<file path="src/rtl/dfe_train_tx_if.sv">
// Symbol-path bundle for the DFE training transmitter: payload bits in, mapped
// symbols out. The transmitter owns the master side.
interface dfe_train_tx_if;
    logic        bit_in;
    logic        bit_valid;
    logic        bit_ready;
    logic [15:0] x_out;
    logic        x_valid;
    logic        train_out;
    logic        ref_bit;

    modport master (
        input  bit_in, bit_valid,
        output bit_ready, x_out, x_valid, train_out, ref_bit
    );

    modport slave (
        output bit_in, bit_valid,
        input  bit_ready, x_out, x_valid, train_out, ref_bit
    );
endinterface

</file>
<file path="src/rtl/dfe_train_tx.sv">
// Frame generator for equalizer training: PN training preamble, payload symbols
// taken from a bit stream, then an idle gap. All outputs are registered.
module dfe_train_tx #(
    parameter int         TRAIN_LEN = 64,
    parameter int         DATA_LEN  = 256,
    parameter int         GAP_LEN   = 4,
    parameter logic [6:0] PN_SEED   = 7'h7F
) (
    input  logic clk,
    input  logic reset,
    input  logic start,
    output logic busy,
    output logic underrun,
    dfe_train_tx_if.master bus
);

    typedef enum logic [1:0] {IDLE, TRAIN, DATA, GAP} state_t;

    localparam logic [15:0] LEVEL_POS  = 16'h7FFF;
    localparam logic [15:0] LEVEL_NEG  = 16'h8000;
    localparam logic [9:0]  TRAIN_LAST = 10'(TRAIN_LEN - 1);
    localparam logic [9:0]  DATA_LAST  = 10'(DATA_LEN - 1);
    localparam logic [9:0]  GAP_LAST   = 10'(GAP_LEN - 1);

    state_t     state;
    logic [9:0] cnt;
    logic [6:0] lfsr;

    function automatic logic [15:0] map_bit(input logic b);
        return b ? LEVEL_NEG : LEVEL_POS;
    endfunction

    // The payload source sees ready from state alone, so it can present a bit
    // in the same cycle without a round trip through a register.
    assign bus.bit_ready = (state == DATA) && !reset;

    // NOTE: non-blocking assignments throughout, so every register here sees
    // the pre-edge value of every other one regardless of statement order.
    always_ff @(posedge clk) begin
        if (reset) begin
            state         <= IDLE;
            cnt           <= '0;
            lfsr          <= PN_SEED;
            busy          <= 1'b0;
            underrun      <= 1'b0;
            bus.x_out     <= '0;
            bus.x_valid   <= 1'b0;
            bus.train_out <= 1'b0;
            bus.ref_bit   <= 1'b0;
        end else begin
            // Idle symbol by default; TRAIN and DATA override below.
            bus.x_out     <= '0;
            bus.x_valid   <= 1'b0;
            bus.train_out <= 1'b0;
            bus.ref_bit   <= 1'b0;

            case (state)
                IDLE: begin
                    if (start) begin
                        state    <= TRAIN;
                        cnt      <= '0;
                        lfsr     <= PN_SEED;
                        busy     <= 1'b1;
                        underrun <= 1'b0;
                    end
                end

                TRAIN: begin
                    bus.x_out     <= map_bit(lfsr[6]);
                    bus.x_valid   <= 1'b1;
                    bus.train_out <= 1'b1;
                    bus.ref_bit   <= lfsr[6];
                    // x^7 + x^6 + 1, output taken from the MSB before the shift
                    lfsr          <= {lfsr[5:0], lfsr[6] ^ lfsr[5]};
                    if (cnt == TRAIN_LAST) begin
                        state <= DATA;
                        cnt   <= '0;
                    end else begin
                        cnt <= cnt + 10'd1;
                    end
                end

                DATA: begin
                    // A missing bit still consumes its slot so frame timing never slips.
                    bus.x_valid <= 1'b1;
                    if (bus.bit_valid) begin
                        bus.x_out <= map_bit(bus.bit_in);
                    end else begin
                        underrun <= 1'b1;
                    end
                    if (cnt == DATA_LAST) begin
                        state <= GAP;
                        cnt   <= '0;
                    end else begin
                        cnt <= cnt + 10'd1;
                    end
                end

                GAP: begin
                    if (cnt == GAP_LAST) begin
                        state <= IDLE;
                        cnt   <= '0;
                        busy  <= 1'b0;
                    end else begin
                        cnt <= cnt + 10'd1;
                    end
                end

                default: begin
                    state <= IDLE;
                    cnt   <= '0;
                    busy  <= 1'b0;
                end
            endcase
        end
    end

endmodule

</file>
<file path="src/flat_wrapper.sv">
// flat-port wrapper written by rule: the top's interface ports become plain ports
module dfe_train_tx_flat 
#(
    parameter int         TRAIN_LEN = 64,
    parameter int         DATA_LEN  = 256,
    parameter int         GAP_LEN   = 4,
    parameter logic [6:0] PN_SEED   = 7'h7F
)
  (clk, reset, start, busy, underrun, bus_bit_in, bus_bit_valid, bus_bit_ready, bus_x_out, bus_x_valid, bus_train_out, bus_ref_bit);
  dfe_train_tx_if bus_i ();
  input  logic clk;
  input  logic reset;
  input  logic start;
  output logic busy;
  output logic underrun;
  input wire logic [$bits(bus_i.bit_in)-1:0] bus_bit_in;
  input wire logic [$bits(bus_i.bit_valid)-1:0] bus_bit_valid;
  output wire logic [$bits(bus_i.bit_ready)-1:0] bus_bit_ready;
  output wire logic [$bits(bus_i.x_out)-1:0] bus_x_out;
  output wire logic [$bits(bus_i.x_valid)-1:0] bus_x_valid;
  output wire logic [$bits(bus_i.train_out)-1:0] bus_train_out;
  output wire logic [$bits(bus_i.ref_bit)-1:0] bus_ref_bit;
  assign bus_i.bit_in = bus_bit_in;
  assign bus_i.bit_valid = bus_bit_valid;
  assign bus_bit_ready = bus_i.bit_ready;
  assign bus_x_out = bus_i.x_out;
  assign bus_x_valid = bus_i.x_valid;
  assign bus_train_out = bus_i.train_out;
  assign bus_ref_bit = bus_i.ref_bit;
  dfe_train_tx #(.TRAIN_LEN(TRAIN_LEN), .DATA_LEN(DATA_LEN), .GAP_LEN(GAP_LEN), .PN_SEED(PN_SEED)) u_core (.clk(clk), .reset(reset), .start(start), .busy(busy), .underrun(underrun), .bus(bus_i));
endmodule
</file>
<file path="config.mk">
export PLATFORM = sky130hd
export DESIGN_NAME = dfe_train_tx_flat
export DESIGN_NICKNAME = d
export VERILOG_FILES = /design/src/rtl/dfe_train_tx_if.sv /design/src/rtl/dfe_train_tx.sv /design/src/flat_wrapper.sv
export SDC_FILE = /design/constraint.sdc
export NUM_CORES = 1
export LEC_CHECK = 0
export CAP_MARGIN = 40
export CORE_MARGIN = 2
export CORE_UTILIZATION = 35
export CTS_CLUSTER_DIAMETER = 50
export DETAILED_ROUTE_END_ITERATION = 10
export PLACE_DENSITY = 0.6
export SLEW_MARGIN = 15
export SYNTH_ARGS = -nofsm -noshare
export SYNTH_HDL_FRONTEND = slang
export SYNTH_SLANG_ARGS = --single-unit
</file>
<file path="constraint.sdc">
create_clock -name clk -period 4.8 [get_ports clk]
set_input_delay 0.96 -clock clk [delete_from_list [all_inputs] [get_ports clk]]
set_output_delay 0.96 -clock clk [all_outputs]
set_load 0.05 [all_outputs]
</file>
---- Yosys cells after proc, flatten, opt, wreduce, memory -nomap -nowiden ----
Cells that the tools add are included.
word-level totals
  flip-flop bits (word level) ............. 40
  input bits .............................. 5
  word-level logic and storage cells ...... 59
operators by class
  add/sub/neg operators ................... 1
  equality and inequality tests ........... 11
  multiplexer cells ....................... 24
  bitwise logic cells ..................... 2
  reductions and logical operators ........ 12
operator list
  kind                   count
  $mux 16                3
  $mux 10                4
  $pmux 10 s4            1
  $pmux 16 s2            1
  $pmux 7 s2             1
  $add 10x1->10 const B  1
  $eq 10x2->1 const B    1
  $eq 10x6->1 const B    1
  $eq 10x8->1 const B    1
  $mux 2                 4
  $pmux 2 s4             1
  $mux 7                 1
  $mux 1                 6
  $ne 2x2->1 const B     3
  $reduce_and 3->1       2
  $reduce_bool 2->1      3
  $eq 2x2->1 const B     2
  $ne 2x1->1 const B     2
  $pmux 1 s2             2
  $reduce_and 4->1       1
  $reduce_or 2->1        2
  $eq 2x1->1 const B     1
  $logic_not 2->1        1
  $reduce_and 2->1       1
  4 further kinds        4

---- Longest topological paths before layout ----
  depth after elaboration ................. 3
  mapped depth ............................ 7

---- Worst setup path after synthesis ----
OpenSTA, ideal clock, no wires.
  path type ............................... input to output
  start point ............................. input port reset
  end point ............................... output port bus_bit_ready
  arrival ................................. 1.789 ns
  required time ........................... 3.840 ns
  setup slack ............................. 2.051 ns
  cell stages on the path ................. 2
  path through ............................ clkbuf_1 > nor2_1
between the ends
  cells in the longest elaborated chain, start to end .. 2
RTL lines
  element            line                text
  from (decl)        flat_wrapper.sv:12  input logic reset;
  $logic_not 1->1    dfe_train_tx.sv:35  assign bus.bit_ready = (state == DATA) && !reset;
  $logic_and 1x1->1  dfe_train_tx.sv:35
  to (decl)          flat_wrapper.sv:18  output wire logic [$bits(bus_i.bit_ready)-1:0] bus_bit_ready;
No other way between the ends.

---- Worst setup path in the final report ----
Same ends and word-level chain as after synthesis.

==> impl_metrics.csv <==
group,metric,value,unit
finish,area_growth,21.2,%
timing,drv_slew,0,
floorplan,dieArea,0.00422,mm^2
clock_network,path_clk_slew,0.09,ns
worst_setup_path,reg2reg_to,"u_core.lfsr[3]",
timing,setup_violations,0,
timing,clock.fmax,288,MHz
drt,vias,1059,
power_and_ir_drop,pwr_density_cell,476,mW/mm^2
timing,slew_headroom,0.617,
worst_hold_path,hold_end,"u_core.lfsr[4]",
place,dp.final_hpwl,1.93,mm
worst_hold_path,hold_depth,2,
floorplan,die_w,64.9,um
place,placed_cell_area,0.00150,mm^2
timing,period_needed,3.48,ns
worst_setup_path,r2r_cells,6,
clock_network,clock-sinks,26,
grt,overflow,0,
timing,finalCritPeriodShare,0.724,
worst_setup_path,crit_required,3.84,ns
power_and_ir_drop,swShare,0.398,
worst_hold_path,worstHoldPathType,"flip-flop to flip-flop",
grt,grt_pass1_wl,4.40,mm
floorplan,core_area,0.00361,mm^2
worst_setup_path,criticalPathCategory,"input pin to primary output",
drt,ant_nets,0,
logic_synthesis,postSynthAreaPerCell,8.72,um^2
run,max_cap_violations,0,
grt,grt_pass1_vias,1019,
worst_hold_path,hold_start,"u_core.lfsr[3]",
timing,hold_viol,0,
clock_network,cts_made_buffers,3,
clock_network,cts_buffer_depth,2,
worst_setup_path,critPathLaunchType,"input pin",
logic_synthesis,yosys_most_used_dff,"dfxtp_1",
drt,wl_per_cell,12.0,um
grt,grt_usage,0.134,
power_and_ir_drop,p_sw,0.000298,W
finish,fin_nets,173,
floorplan,ios,27,
logic_synthesis,syn_inst,149,
finish,diodes,0,
logic_synthesis,synth_area_leaders,"dfxtp_1 40%, buf_4 8.1%, nand2_1 6.1%",
clock_network,hold_buffers,0,
drt,wirelength,2.53,mm
clock_network,cts-root-buf,"clkbuf_8",
logic_synthesis,yosysSeqAreaShare,0.400,
drt,drtPass1Iterations,4,
power_and_ir_drop,power_leakage,0.558,nW
drt,vias_per_cell,5.04,
grt,antenna_found_initial,0,
floorplan,num_rows,22,
logic_synthesis,synth_top_area_share,0.400,
power_and_ir_drop,p_comb_frac,0.413,
logic_synthesis,synth_seq_cells,26,
worst_setup_path,r2r_slack,2.73,ns
finish,drive_gt1_frac,0.0679,
worst_setup_path,critPathMaxFanout,9,
logic_synthesis,syn_area,0.00130,mm^2
logic_synthesis,yosysUniqueCellTypes,34,
drt,post-route-drc-count,0,
power_and_ir_drop,p_clk_frac,0.244,
clock_network,cts_setup_buffers,0,
timing,rsz0062_at_grt,"no",
grt,grt_max_degree,17,
timing,fin_skew,0.00435,ns
floorplan,initial_utilization,0.361,
logic_synthesis,ys_top_cells_by_count,"26 x dfxtp_1, 21 x nand2_1, 14 x buf_4, 14 x nor2_1, 10 x nor3_1",
finish,final_area,0.00158,mm^2
logic_synthesis,syn_nets,159,
place,portBuffers,26,
timing,setup_ws,1.32,ns
logic_synthesis,synth_edf_count,0,
place,place_congestion,0.776,
logic_synthesis,yosysMostFrequentCell,"dfxtp_1",
run_status,status,"finished, final reports clean",
clock_network,clkLatencyLatePin,0.28,ns
logic_synthesis,yosysWarnings,0,
logic_synthesis,yosysTopAreaCell,"dfxtp_1",
power_and_ir_drop,max-vdd-ir-drop,0.205,mV
clock_network,htreeDepth,1,
logic_synthesis,ys_async_sr_fraction,0,
power_and_ir_drop,p_int,0.000452,W
drt,drt_iter0_markers,21,
timing,worstMarginPinSlew,0.570,ns
floorplan,die_h,64.9,um
worst_setup_path,end_kind,"primary output",
place,pre_cts_slack,1.32,ns
power_and_ir_drop,seqPwrFrac,0.342,
clock_network,cts_tree,"done",
clock_network,cts_resized,0,
worst_setup_path,crit_arrival,2.52,ns
timing,tns,0,ns
finish,fill_cells,356,
finish,utilization,0.437,
worst_setup_path,r2r_start,"u_core.state[0]",
-- logic make-up after synthesis --
| family | count (synthesis) | synth area share |
|---|---|---|
| buffers and inverters | 24 | 0.110 |
| adder cells (fa/ha/maj) | 5 | 0.0481 |
| AND/OR/NAND/NOR | 65 | 0.269 |
| XOR/XNOR | 7 | 0.0472 |
| flip-flops | 26 | 0.400 |
| multiplexers | 1 | 0.00770 |
| AO/OA/AOI/OAI | 21 | 0.118 |
-- placed cells by master, fill, tap and decap left out, types with 4 or more instances in the layout --
| master | synthesis | routed |
|---|---|---|
| nor3_1 | 10 | 10 |
| ha_1 | 5 | 5 |
| nor2_1 | 14 | 14 |
| o22ai_1 | 8 | 8 |
| dfxtp_1 | 26 | 26 |
| inv_1 | 7 | 7 |
| clkdlybuf4s50_1 | 0 | 26 |
| a21oi_1 | 4 | 4 |
| xor2_1 | 4 | 4 |
| nand2_1 | 21 | 21 |
-- registers in the layout, indices dropped and copies added (netlist names) --
name	flops
u_core.lfsr	7
u_core.bus.x_out	2
u_core.state	2
u_core.underrun	1
u_core.bus.ref_bit	1
u_core.bus.x_valid	1
u_core.cnt	10
u_core.busy	1
u_core.bus.train_out	1
-- worst max-delay path, stage by stage --
cell	delay, ns
clkdlybuf4s50_1	0.57
nor2_1	0.17
clkdlybuf4s50_1	0.82
-- power groups by stage --
stage               Clock [W]  Combinational [W]  Sequential [W]
floorplan                   0           0.000192        0.000301
global placement            0           0.000304        0.000260
detailed placement          0           0.000308        0.000262
CTS                  0.000188           0.000310        0.000257
global route         0.000198           0.000339        0.000260
finish               0.000183           0.000310        0.000257
-- how the worst max path moves through the flow --
stage	startpoint	to	slack [ns]	cells past startpoint
floorplan	reset	bus_bit_ready	2.05	2
finish	reset	bus_bit_ready	1.32	3
global placement	reset	bus_bit_ready	1.33	3
detailed placement	reset	bus_bit_ready	1.32	3
global route	reset	bus_bit_ready	1.26	3
CTS	reset	bus_bit_ready	1.32	3
-- cell type report --
| cell class | instances | area, um^2 | share of cell area |
|---|---|---|---|
| multi-input cells | 99 | 637 | 0.404 |
| flip-flops and latches | 26 | 520 | 0.330 |
| clock buffers | 3 | 41.3 | 0.0262 |
| inverters | 7 | 26.3 | 0.0167 |
| repair buffers | 26 | 260 | 0.165 |
| clock inverters | 1 | 30.0 | 0.0191 |
| well taps | 48 | 60.1 | 0.0381 |
-- per-layer routing --
| metal | wire length (um) | track usage | up-vias |
|---|---|---|---|
| met5 | 0 | 0 | - |
| met4 | 76 | 0.0798 | 0 |
| met3 | 99 | 0.0208 | 5 |
| met2 | 1160 | 0.224 | 29 |
| met1 | 1190 | 0.162 | 492 |
| li1 | - | - | 533 |
-- through the flow --
stage / std cells / hold slack [ns] / power [W]
2_1_floorplan: 149 / 0.442 / 0.000494
3_3_place_gp: 206 / 0.450 / 0.000564
3_5_place_dp: 206 / 0.466 / 0.000570
4_1_cts: 210 / 0.488 / 0.000755
5_1_grt: 210 / 0.521 / 0.000797
6_report: 210 / 0.483 / 0.000750
(Power assumes the default switching activity.)
